===== src/rtl/soc_bus_fabric_pkg.sv =====
// Shared types and system address map for the FemtoRV32 bus fabric.
// The same constants are used by the fabric top and by the firmware.
package soc_bus_pkg;

    typedef enum logic [2:0] {
        IDLE,
        RD_REQ,
        RD_WAIT,
        WR_REQ,
        WR_WAIT
    } bus_state_e;

    localparam logic [31:0] MEM_BASE          = 32'h0000_0000;
    localparam logic [31:0] GPIO_BASE         = 32'h1000_0000;
    localparam logic [31:0] PERIPH0_BASE      = 32'h2000_0000;
    localparam logic [31:0] PERIPH1_BASE      = 32'h3000_0000;
    localparam logic [31:0] REGION_MASK       = 32'hF000_0000;
    localparam logic [31:0] BUS_DEFAULT_RDATA = 32'hDEAD_BEEF;

    localparam logic [127:0] DEFAULT_SLV_BASE = {PERIPH1_BASE, PERIPH0_BASE, GPIO_BASE, MEM_BASE};
    localparam logic [127:0] DEFAULT_SLV_MASK = {4{REGION_MASK}};

endpackage


===== src/rtl/soc_bus_fabric_decoder.sv =====
// Combinational table-driven address decoder: lowest-index matching slave wins.
module bus_addr_decoder #(
    parameter int unsigned N_SLAVES = 4,
    parameter int unsigned AW       = 32,
    parameter logic [N_SLAVES*AW-1:0] SLV_BASE = '0,
    parameter logic [N_SLAVES*AW-1:0] SLV_MASK = '0,
    localparam int unsigned IW = (N_SLAVES > 1) ? $clog2(N_SLAVES) : 1
) (
    input  logic [AW-1:0]       addr_i,
    output logic [N_SLAVES-1:0] hit_o,
    output logic [IW-1:0]       idx_o,
    output logic                unmapped_o
);

    logic found;

    always_comb begin
        hit_o = '0;
        idx_o = '0;
        found = 1'b0;
        for (int unsigned i = 0; i < N_SLAVES; i++) begin
            if (!found && ((addr_i & SLV_MASK[i*AW +: AW]) == SLV_BASE[i*AW +: AW])) begin
                hit_o[i] = 1'b1;
                idx_o    = IW'(i);
                found    = 1'b1;
            end
        end
        unmapped_o = !found;
    end

endmodule


===== src/rtl/soc_bus_fabric.sv =====
// 1-master/N-slave fabric: latched request, registered response capture,
// wait states with per-access timeout, and sticky error capture.
module soc_bus_fabric
    import soc_bus_pkg::*;
#(
    parameter int unsigned N_SLAVES = 4,
    parameter int unsigned AW       = 32,
    parameter int unsigned DW       = 32,
    parameter logic [N_SLAVES*AW-1:0] SLV_BASE = DEFAULT_SLV_BASE,
    parameter logic [N_SLAVES*AW-1:0] SLV_MASK = DEFAULT_SLV_MASK,
    parameter int unsigned TIMEOUT_CYCLES = 255,
    parameter logic [DW-1:0] DEFAULT_RDATA = BUS_DEFAULT_RDATA
) (
    input  logic                   clk,
    input  logic                   rst,
    input  logic [AW-1:0]          m_addr,
    input  logic [DW-1:0]          m_wdata,
    input  logic [DW/8-1:0]        m_wmask,
    input  logic                   m_rstrb,
    output logic [DW-1:0]          m_rdata,
    output logic                   m_rbusy,
    output logic                   m_wbusy,
    output logic [AW-1:0]          s_addr,
    output logic [DW-1:0]          s_wdata,
    output logic [DW/8-1:0]        s_wstrb,
    output logic [N_SLAVES-1:0]    s_ren,
    output logic [N_SLAVES-1:0]    s_wen,
    input  logic [N_SLAVES*DW-1:0] s_rdata,
    input  logic [N_SLAVES-1:0]    s_rvalid,
    input  logic [N_SLAVES-1:0]    s_wready,
    input  logic                   err_clr,
    output logic                   err_irq,
    output logic [AW-1:0]          err_addr
);

    localparam int unsigned IW = (N_SLAVES > 1) ? $clog2(N_SLAVES) : 1;
    localparam int unsigned CW = $clog2(TIMEOUT_CYCLES + 1);

    bus_state_e          state_q, state_d;
    logic [AW-1:0]       addr_q, addr_d;
    logic [DW-1:0]       wdata_q, wdata_d;
    logic [DW/8-1:0]     wstrb_q, wstrb_d;
    logic [N_SLAVES-1:0] sel_q, sel_d;
    logic [IW-1:0]       idx_q, idx_d;
    logic                unmapped_q, unmapped_d;
    logic [CW-1:0]       cnt_q, cnt_d;
    logic [DW-1:0]       rdata_q, rdata_d;
    logic                err_irq_q, err_irq_d;
    logic [AW-1:0]       err_addr_q, err_addr_d;

    logic [N_SLAVES-1:0] dec_hit;
    logic [IW-1:0]       dec_idx;
    logic                dec_unmapped;

    logic                rsp_rd, rsp_wr, timeout_hit, err_set;
    logic [CW:0]         cnt_inc;
    logic [DW-1:0]       slv_rdata;

    bus_addr_decoder #(
        .N_SLAVES (N_SLAVES),
        .AW       (AW),
        .SLV_BASE (SLV_BASE),
        .SLV_MASK (SLV_MASK)
    ) u_dec (
        .addr_i     (m_addr),
        .hit_o      (dec_hit),
        .idx_o      (dec_idx),
        .unmapped_o (dec_unmapped)
    );

    // sel_q is zero for unmapped accesses, so strays from any slave are masked off
    assign rsp_rd      = |(s_rvalid & sel_q);
    assign rsp_wr      = |(s_wready & sel_q);
    assign slv_rdata   = s_rdata[idx_q*DW +: DW];
    assign cnt_inc     = {1'b0, cnt_q} + 1'b1;
    assign timeout_hit = (cnt_inc >= (CW+1)'(TIMEOUT_CYCLES));

    always_comb begin
        state_d    = state_q;
        addr_d     = addr_q;
        wdata_d    = wdata_q;
        wstrb_d    = wstrb_q;
        sel_d      = sel_q;
        idx_d      = idx_q;
        unmapped_d = unmapped_q;
        cnt_d      = cnt_q;
        rdata_d    = rdata_q;
        err_set    = 1'b0;

        case (state_q)
            IDLE: begin
                if ((|m_wmask) || m_rstrb) begin
                    addr_d     = m_addr;
                    wdata_d    = m_wdata;
                    wstrb_d    = m_wmask;
                    sel_d      = dec_hit;
                    idx_d      = dec_idx;
                    unmapped_d = dec_unmapped;
                    cnt_d      = '0;
                    state_d    = (|m_wmask) ? WR_REQ : RD_REQ;
                end
            end
            RD_REQ, RD_WAIT: begin
                if (unmapped_q) begin
                    rdata_d = DEFAULT_RDATA;
                    err_set = 1'b1;
                    state_d = IDLE;
                end else if (rsp_rd) begin
                    rdata_d = slv_rdata;
                    state_d = IDLE;
                end else if (state_q == RD_REQ) begin
                    state_d = RD_WAIT;
                end else if (timeout_hit) begin
                    rdata_d = DEFAULT_RDATA;
                    err_set = 1'b1;
                    state_d = IDLE;
                end else begin
                    cnt_d = cnt_inc[CW-1:0];
                end
            end
            WR_REQ, WR_WAIT: begin
                if (unmapped_q) begin
                    err_set = 1'b1;
                    state_d = IDLE;
                end else if (rsp_wr) begin
                    state_d = IDLE;
                end else if (state_q == WR_REQ) begin
                    state_d = WR_WAIT;
                end else if (timeout_hit) begin
                    err_set = 1'b1;
                    state_d = IDLE;
                end else begin
                    cnt_d = cnt_inc[CW-1:0];
                end
            end
            default: state_d = IDLE;
        endcase
    end

    // A new error beats a simultaneous clear and re-arms the captured address
    always_comb begin
        err_irq_d  = err_irq_q;
        err_addr_d = err_addr_q;
        if (err_set) begin
            err_irq_d = 1'b1;
            if (!err_irq_q || err_clr) begin
                err_addr_d = addr_q;
            end
        end else if (err_clr) begin
            err_irq_d = 1'b0;
        end
    end

    always_ff @(posedge clk or posedge rst) begin
        if (rst) begin
            state_q    <= IDLE;
            addr_q     <= '0;
            wdata_q    <= '0;
            wstrb_q    <= '0;
            sel_q      <= '0;
            idx_q      <= '0;
            unmapped_q <= 1'b0;
            cnt_q      <= '0;
            rdata_q    <= '0;
            err_irq_q  <= 1'b0;
            err_addr_q <= '0;
        end else begin
            state_q    <= state_d;
            addr_q     <= addr_d;
            wdata_q    <= wdata_d;
            wstrb_q    <= wstrb_d;
            sel_q      <= sel_d;
            idx_q      <= idx_d;
            unmapped_q <= unmapped_d;
            cnt_q      <= cnt_d;
            rdata_q    <= rdata_d;
            err_irq_q  <= err_irq_d;
            err_addr_q <= err_addr_d;
        end
    end

    assign m_rdata  = rdata_q;
    assign m_rbusy  = (state_q == RD_REQ) || (state_q == RD_WAIT);
    assign m_wbusy  = (state_q == WR_REQ) || (state_q == WR_WAIT);
    assign s_addr   = addr_q;
    assign s_wdata  = wdata_q;
    assign s_wstrb  = wstrb_q;
    assign s_ren    = (state_q == RD_REQ) ? sel_q : '0;
    assign s_wen    = (state_q == WR_REQ) ? sel_q : '0;
    assign err_irq  = err_irq_q;
    assign err_addr = err_addr_q;

endmodule

===== config.mk =====
export PLATFORM = sky130hd
export DESIGN_NAME = soc_bus_fabric
export DESIGN_NICKNAME = d
export VERILOG_FILES = /design/src/rtl/soc_bus_fabric_pkg.sv /design/src/rtl/soc_bus_fabric_decoder.sv /design/src/rtl/soc_bus_fabric.sv
export SDC_FILE = /design/constraint.sdc
export NUM_CORES = 1
export LEC_CHECK = 0
export BUFFER_PORTS_ARGS = -buffer_cell sky130_fd_sc_hd__buf_4
export CORE_MARGIN = 2
export CORE_UTILIZATION = 38
export DETAILED_ROUTE_END_ITERATION = 16
export GPL_TIMING_DRIVEN = 0
export PLACE_DENSITY_LB_ADDON = 0.3
export SYNTH_ARGS = -nofsm -noshare
export SYNTH_HDL_FRONTEND = slang
export SYNTH_SLANG_ARGS = --single-unit

===== constraint.sdc =====
create_clock -name clk -period 6.3 [get_ports clk]
set_input_delay 0.945 -clock clk [delete_from_list [all_inputs] [get_ports clk]]
set_output_delay 0.945 -clock clk [all_outputs]
set_load 0.01 [all_outputs]

# == Word-level counts from Yosys, hierarchy flattened ==
# Cells that the tools add are included.
# totals
word_cells,102
register_bits,151
mem_count,0
latch_bits,0
inputBits,208
mem_bits_ro,0
output_inout_bits,143
mem_bits_rw,0
# classes
muxes,45
add_sub_neg,1
div_mod_pow,0
mul,0
reduce_logical,26
n_bitwise,2
shift,1
eq_ne,15
order_cmp,1
# ops
op,count
$mux W32,4
$shiftx A128 B8 Y32,1
$mux W8,8
$logic_not A32 Y1,1
$mux W3,8
$pmux W8 S3,1
$mux W1,17
$ne A2 B2 Y1 const B,7
$reduce_or A4 Y1,3
$add A8 B1 Y9 const B,1
$ge A9 B8 Y1 const B,1
$pmux W3 S3,1
$and A4 B4 Y4,2
$eq A4 B2 Y1 const B,2
$mux W4,2
$reduce_and A8 Y1,1
$eq A3 B2 Y1 const B,2
$mux W2,3
$reduce_bool A3 Y1,2
$logic_not A1 Y1,5
$eq A4 B1 Y1 const B,1
$logic_or A1 B1 Y1,4
$reduce_and A2 Y1,2
$reduce_or A2 Y1,2
8 further kinds,10

# == Depth between registers and ports, before layout ==
# Gate-level depths: netlist of the first run.
# logic_depth
word_depth,12
depth_mapped,9
ltp_nobuf,8

# == By module ==
# A second synthesis of the first run with hierarchy kept.
# unflattened
cells_unflattened,641
area_unflattened_um2,7109.3
# modules_own_cells
mod,cells_per_inst,seq_area_each_um2,area_per_inst_um2,n_inst
soc_bus_fabric,634,3778.6,7051.8,1
bus_addr_decoder,7,0.0,57.6,1

# == Worst setup path after synthesis of the first run ==
# No wires, ideal clock.
# synth_timing
path_type,input-to-reg
start,input m_wmask[3]
end,register sel_q[1]
arrival_time_ps,2269
cell_stages,6
setup_time_ps,95
slack_ps,3935
required_time_ps,6205
n_path_buf,2
cell_sequence,or4_1 -> o21ai_1 -> buf_2 -> buf_1 -> nand2_1 -> o31ai_1
# synth_via
elab_chain_len,3
# synth_lines
element,line_no,source
"start, declared",soc_bus_fabric.sv:18,"input logic [DW/8-1:0] m_wmask,"
$reduce_or A4 Y1,soc_bus_fabric.sv:92,if ((|m_wmask) || m_rstrb) begin
$logic_or A1 B1 Y1,soc_bus_fabric.sv:92,
$reduce_and A2 Y1 (no line),-,
"end signal, assigned",soc_bus_fabric.sv:172,sel_q <= sel_d;
"end, declared",soc_bus_fabric.sv:43,"logic [N_SLAVES-1:0] sel_q, sel_d;"
# Every way passes these cells.
# A chain may end at the register's enable or synchronous reset.

# == Worst setup path after layout of the first run ==
# layout_timing
start,register state_q[0]
end,output s_wen[0]
# layout_via
elab_chain_len,2
# layout_lines
element,line_no,source
"start, declared",soc_bus_fabric.sv:39,"bus_state_e state_q, state_d;"
"start signal, assigned",soc_bus_fabric.sv:168,state_q <= state_d;
$eq A3 B2 Y1,soc_bus_fabric.sv:189,assign s_wen = (state_q == WR_REQ) ? sel_q : '0;
$mux W4,soc_bus_fabric.sv:189,
"end, declared",soc_bus_fabric.sv:27,"output logic [N_SLAVES-1:0] s_wen,"
# Every way passes these cells.

==> results of run 1 <==
[logic make-up after synthesis]
family                     count (synthesis)
adders and majority gates                  2
muxes                                     66
AOI/OAI and AO/OA                         77
xor gates and xnor gates                   5
and+or+nand+nor                          292
buffers and inverters                     75
DFF                                      151
[stage by stage]
| step | instance area (um^2) | util | power [W] | TNS [ps] | hold WS, ps |
|---|---|---|---|---|---|
| global placement | 10100 | 0.541 | 0.00458 | -80660 | 460 |
| CTS | 10700 | 0.574 | 0.00566 | 0 | 480 |
| floorplan | 7140 | - | 0.00338 | 0 | 493 |
| detailed placement | 10100 | 0.543 | 0.00464 | 0 | 464 |
| finish | 10700 | 0.574 | 0.00560 | 0 | 477 |
| global route | 10700 | 0.574 | 0.00597 | 0 | 499 |
[routing by layer]
metal / part of all wire / vias up / global-route usage / wire (um)
met5: 0 / - / 0 / 0
met1: 0.45 / 3063 / 0.298 / 9980
met3: 0.061 / 16 / 0.0594 / 1340
met2: 0.48 / 221 / 0.347 / 10600
met4: 0.011 / 0 / 0.0495 / 243
li1: - / 2974 / - / -
[final cells by class]
type,instances,share of cell area
Sequential cell,151,0.355
Inverter,37,0.0135
Clock buffer,17,0.0399
Multi-Input combinational cell,442,0.282
Clock inverter,14,0.0133
Timing Repair Buffer,351,0.249
Buffer,38,0.0203
Tap cell,234,0.0275
[synth_stat cells (2+ instances only)]
| library cell | number |
|---|---|
| mux2_4 | 30 |
| o2bb2ai_1 | 9 |
| o21ai_0 | 9 |
| and2_1 | 4 |
| o31ai_1 | 2 |
| nand3_1 | 5 |
| a22oi_1 | 4 |
| dfrtp_1 | 151 |
| nor2_1 | 40 |
| a41oi_1 | 2 |
| ha_1 | 2 |
| a21oi_1 | 31 |
| buf_2 | 14 |
| buf_1 | 7 |
| o21ai_1 | 2 |
| mux2_2 | 2 |
| xor2_1 | 2 |
| mux4_2 | 32 |
| and3_1 | 5 |
| xnor2_1 | 3 |
| buf_12 | 3 |
| nand2b_1 | 4 |
| a211oi_1 | 2 |
| nand2_1 | 221 |
| nor3_1 | 3 |
| inv_1 | 37 |
| clkbuf_1 | 13 |
| o21bai_1 | 2 |
[flip-flops by register name (all words and copies together), names as in the netlist, 2 cells and up]
signal / cells
s_wdata: 32
state_q: 3
idx_q: 2
sel_q: 4
err_addr: 32
s_addr: 32
m_rdata: 32
s_wstrb: 4
cnt_q: 8
[power breakdown]
| part | internal [W] | switching, W |
|---|---|---|
| Combinational | 0.00141 | 0.00146 |
| Clock | 0.000555 | 0.000443 |
| Sequential | 0.00143 | 0.000296 |
| Total | 0.00340 | 0.00220 |
[final timing paths]
| check | from | end | slack, ps | depth (start not counted) |
|---|---|---|---|---|
| max | state_q[0] | s_wen[0] | 3600 | 4 |
| min | s_wdata[0] | s_wdata[0] | 480 | 2 |
| max reg2reg | cnt_q[0] | m_rdata[17] | 3790 | 8 |
| min reg2reg | s_wdata[0] | s_wdata[0] | 480 | 2 |
| max in group asynchronous | rst | s_wstrb[2] | 4870 | 3 |
| min in group asynchronous | rst | err_addr[6] | 610 | 2 |
[worst register-to-register path, cell delays in order (launching register included)]
cell and delay, ps:
dfrtp_1 420, ha_1 290, and4_1 260, nand2_2 120, mux2i_4 290, a211oi_1 70
o21bai_1 470, buf_2 340, o2bb2ai_1 150
==> metrics.yaml, run 1 <==
synth.yosys.seq_area_share: 0.529
fillers: 1621
ys_warn_count: 0
synth_top_family_by_area: "multiplexers"
synthTopCellsByArea: "dfrtp_1 53%, nand2_1 12%, mux4_2 10%, mux2_4 6.3%, a21oi_1 2.2%"
grt_pass1_vias: 6263
grt_usage: 0.217
crit_type: "flip-flop to output pin"
coreArea_mm2: 0.0186
path_buf_inv: 2
slew_violations: 0
n_antenna_cell: 0
htree_levels: 4
ys_types: 55
clk_latency_ps: 410
path_delay_family: "simple AND/OR/NAND/NOR gates"
finalHoldViolCount: 0
skew_ps: 9.42
nets: 1248
min_period_over_period: 0.429
grt_max_degree: 85
p_leak_nw: 5.60
synth_cells: 668
portBuffers: 350
cts_root_buf: "clkbuf_16"
p_per_area_mw_per_mm2: 525
final_cell_mix: "350 x buf_4, 221 x nand2_1, 151 x dfrtp_1"
drc: 0
tritoncts: "done"
setup_viol: 0
syn_area_per_cell_um2: 10.7
die_area_mm2: 0.0199
multi_input_area_mm2: 0.00301
route.vias.total: 6274
synth.net_count: 878
layout_setup_ws_ps: 3600
worst_setup_path_end_kind: "output pin"
fp.dieW_um: 141
firstDrtPassIters: 4
layout.cells.non_filler: 1284
die_y_um: 141
pre_cts_slack_ps: 3240
gp_congestion: 0.817
start_util: 0.384
synthFlopType: "dfrtp_1"
post_cts_buffers: 0
slew_headroom: 0.563
slowest_delay_ps: 380
placedCellCount: 1253
layout_commonest_cell: "buf_4"
async_flop_share: 1.00
cp_slowest_cell: "dfrtp_1"
antenna_found_initial: 0
ctsLongestPathBuffers: 2
cts_buffers: 17
routed_wl_um: 22100
seqCellArea_mm2: 0.00378
drive_gt1_frac: 0.450
synth_xor_area_frac: 0.00613
cts_resized: 0
muxShareOfSynthArea: 0.172
yosys.area_share.simple: 0.165
min_period_ps: 2700
drt-initial-drc-count: 280
grt-ovfl-total: 0
rsz0062_at_grt: "no"
synth-adder-area-share: 0.00351
status: "complete, no violations"
fmax_mhz: 370
clk_pin_slew_worst_paths_ps: 70
cp_cell_sequence: "clkbuf_1 > and3b_1 > and2_1 > buf_4"
hold_class: "flip-flop to flip-flop"
tightestPinTransition_ps: 656
vias_per_cell: 4.89
maxCapViolations: 0
synth_compound_area_frac: 0.0747
area_growth_pct: 49.3
cp.arrival_ps: 1760
ant_nets: 0
synth_edf_count: 0
yosys.area.top_type: "dfrtp_1"
crit_path_start_kind: "flip-flop"
synth_area_mm2: 0.00714
routedWlPerCell_um: 17.2
ioPinCount: 351
cts_hold_buf: 0
crit_required_ps: 5350
rows: 50
cts_sinks: 151
vdd_ir_drop_max_mv: 0.229
worstPathMaxFanout: 10
dp_hpwl_um: 17100
synthDominantCellAreaShare: 0.529
ys_ff_latch: 151
grt_pass1_wl_um: 33700
Power figures use the tool's default switching activity.
==> run 2, diff against run 1 <==
==> constraint.sdc (replaced) <==
create_clock -name clk -period 2.7 [get_ports clk]
set_input_delay 0.405 -clock clk [delete_from_list [all_inputs] [get_ports clk]]
set_output_delay 0.405 -clock clk [all_outputs]
set_load 0.01 [all_outputs]
==> metrics.yaml, run 2 (synthesis gave the netlist of run 1 again) <==
tritoncts: "done"  # unchanged
setup_viol: 0  # unchanged
routed_wl_um: 22400  # was 22100 um
ant_nets: 0  # unchanged
crit_path_start_kind: "flip-flop"  # unchanged
grt_max_degree: 42  # was 85
grt_usage: 0.225  # was 0.217
maxCapViolations: 0  # unchanged
status: "complete, no violations"  # unchanged
crit_type: "flip-flop to flip-flop"  # was flip-flop to output pin
fp.dieW_um: 141  # unchanged
area_growth_pct: 49.9  # was 49.3%
layout_commonest_cell: "buf_4"  # unchanged
r2r-start: "cnt_q[1]"  # was cnt_q[0]
hold_class: "primary input to asynchronous set/reset pin"  # was flip-flop to flip-flop
portBuffers: 350  # unchanged
final_util: 0.576  # was 0.574
crit_required_ps: 3000  # was 5350 ps
rrSetupSlack_ps: 200  # was 3790 ps
finalHoldViolCount: 0  # unchanged
grt-ovfl-total: 0  # unchanged
grt_pass1_wl_um: 35000  # was 33700 um
rows: 50  # unchanged
ioPinCount: 351  # unchanged
min_period_over_period: 0.927
nets: 1251  # was 1248
min_period_ps: 2500
drive_gt1_frac: 0.454  # was 0.450
gp_congestion: 0.805  # was 0.817
routedWlPerCell_um: 17.4  # was 17.2 um
worst_setup_path_end_kind: "flip-flop"  # was output pin
tightestPinTransition_ps: 668  # was 656 ps
antenna_found_initial: 0  # unchanged
die_area_mm2: 0.0199  # unchanged
dp_hpwl_um: 17500  # was 17100 um
post_cts_buffers: 0  # unchanged
fmax_mhz: 400
cts_buffers: 17  # unchanged
pre_cts_slack_ps: 160  # was 3240 ps
p_per_area_mw_per_mm2: 1220  # was 525 mW/mm^2
slew_violations: 0  # unchanged
rsz0062_at_grt: "no"  # unchanged
cts_sinks: 151  # unchanged
vdd_ir_drop_max_mv: 0.573  # was 0.229 mV
die_y_um: 141  # unchanged
firstDrtPassIters: 5  # was 4
r2r_end: "err_addr[22]"  # was m_rdata[17]
layout_setup_ws_ps: 197  # was 3600 ps
skew_ps: 9.39  # was 9.42 ps
final_cell_mix: "350 x buf_4, 221 x nand2_1, 151 x dfrtp_1"  # unchanged
n_antenna_cell: 0  # unchanged
drt-initial-drc-count: 273  # was 280
vias_per_cell: 4.96  # was 4.89
worstPathMaxFanout: 10  # unchanged
cts_resized: 0  # unchanged
cp.arrival_ps: 2800  # was 1760 ps
startpoint: "cnt_q[1]"  # was state_q[0]
grt_pass1_vias: 6490  # was 6263
ctsLongestPathBuffers: 2  # unchanged
start_util: 0.384  # unchanged
r2r_cells: 8  # unchanged
fillers: 1630  # was 1621
setup_tns_ps: 0  # unchanged
cts_hold_buf: 0  # unchanged
route.vias.total: 6388  # was 6274
power.total_w: 0.0130  # was 0.00560 W
layout.cells.non_filler: 1288  # was 1284
clk_pin_slew_worst_paths_ps: 70  # about the same
coreArea_mm2: 0.0186  # unchanged
htree_levels: 4  # unchanged
drc: 0  # unchanged
p_leak_nw: 5.62  # was 5.60 nW
placedCellCount: 1256  # was 1253
clk_latency_ps: 420  # was 410 ps
slew_headroom: 0.554  # was 0.563
cts_root_buf: "clkbuf_16"  # unchanged
[run 2: cell count changes in the layout (fill, tap and decap cells not counted)]
| cell | previous run | this run |
|---|---|---|
| nor3_2 | 0 | 1 |
| inv_8 | 2 | 3 |
| nor3_1 | 3 | 2 |
| inv_6 | 7 | 6 |
| clkinv_4 | 1 | 2 |
| bufinv_16 | 1 | 0 |
| buf_12 | 3 | 7 |
| clkinvlp_4 | 3 | 4 |
| buf_16 | 1 | 0 |
[run 2: layer usage]
metal,GRT usage,up-vias,share of wire
met5,0,-,0
met4,0.0658,0,0.017
met3,0.0540,28,0.073
met2,0.359,277,0.48
met1,0.308,3101,0.43
li1,-,2982,-
[run 2: worst max path at each step]
stage / endpoint / slack (ps) / cells past startpoint
2_1_floorplan: cnt_q[0] / 390 / 1
3_3_place_gp: m_rdata[25] / -590 / 2
3_5_place_dp: s_wdata[7] / 160 / 7
4_1_cts: s_addr[17] / 190 / 8
5_1_grt: m_rdata[4] / 60 / 8
6_report: err_addr[22] / 200 / 8
[run 2: where the power goes]
group | switching (W) | internal (W) | total, W
Clock | 0.00105 | 0.00121 | 0.00226
Sequential | 0.000692 | 0.00334 | 0.00403
Combinational | 0.00342 | 0.00330 | 0.00672
Total | 0.00516 | 0.00786 | 0.0130
[run 2: layout make-up]
class	count	area [um^2]	share of cell area
inverters	37	143	0.0133
clock buffers	17	425	0.0397
clock inverters	15	131	0.0123
flip-flops and latches	151	3780	0.353
well taps	234	293	0.0273
repair buffers	354	2710	0.253
multi-input cells	442	3010	0.281
plain buffers	38	216	0.0202
[run 2: critical path, stage by stage (launching register included)]
cell and delay, ps:
dfrtp_1 440, ha_1 270, and4_1 250, nand2_2 120, mux2i_4 290, a21oi_4 100, o211ai_4 390, buf_12 210
mux2_4 310
[run 2: per-stage QoR]
step | hold slack (ps) | cell area (um^2)
3_5_place_dp | 464 | 10100
2_1_floorplan | 493 | 7140
6_report | 32.9 | 10700
3_3_place_gp | 458 | 10100
4_1_cts | 30.5 | 10700
5_1_grt | 64.8 | 10700
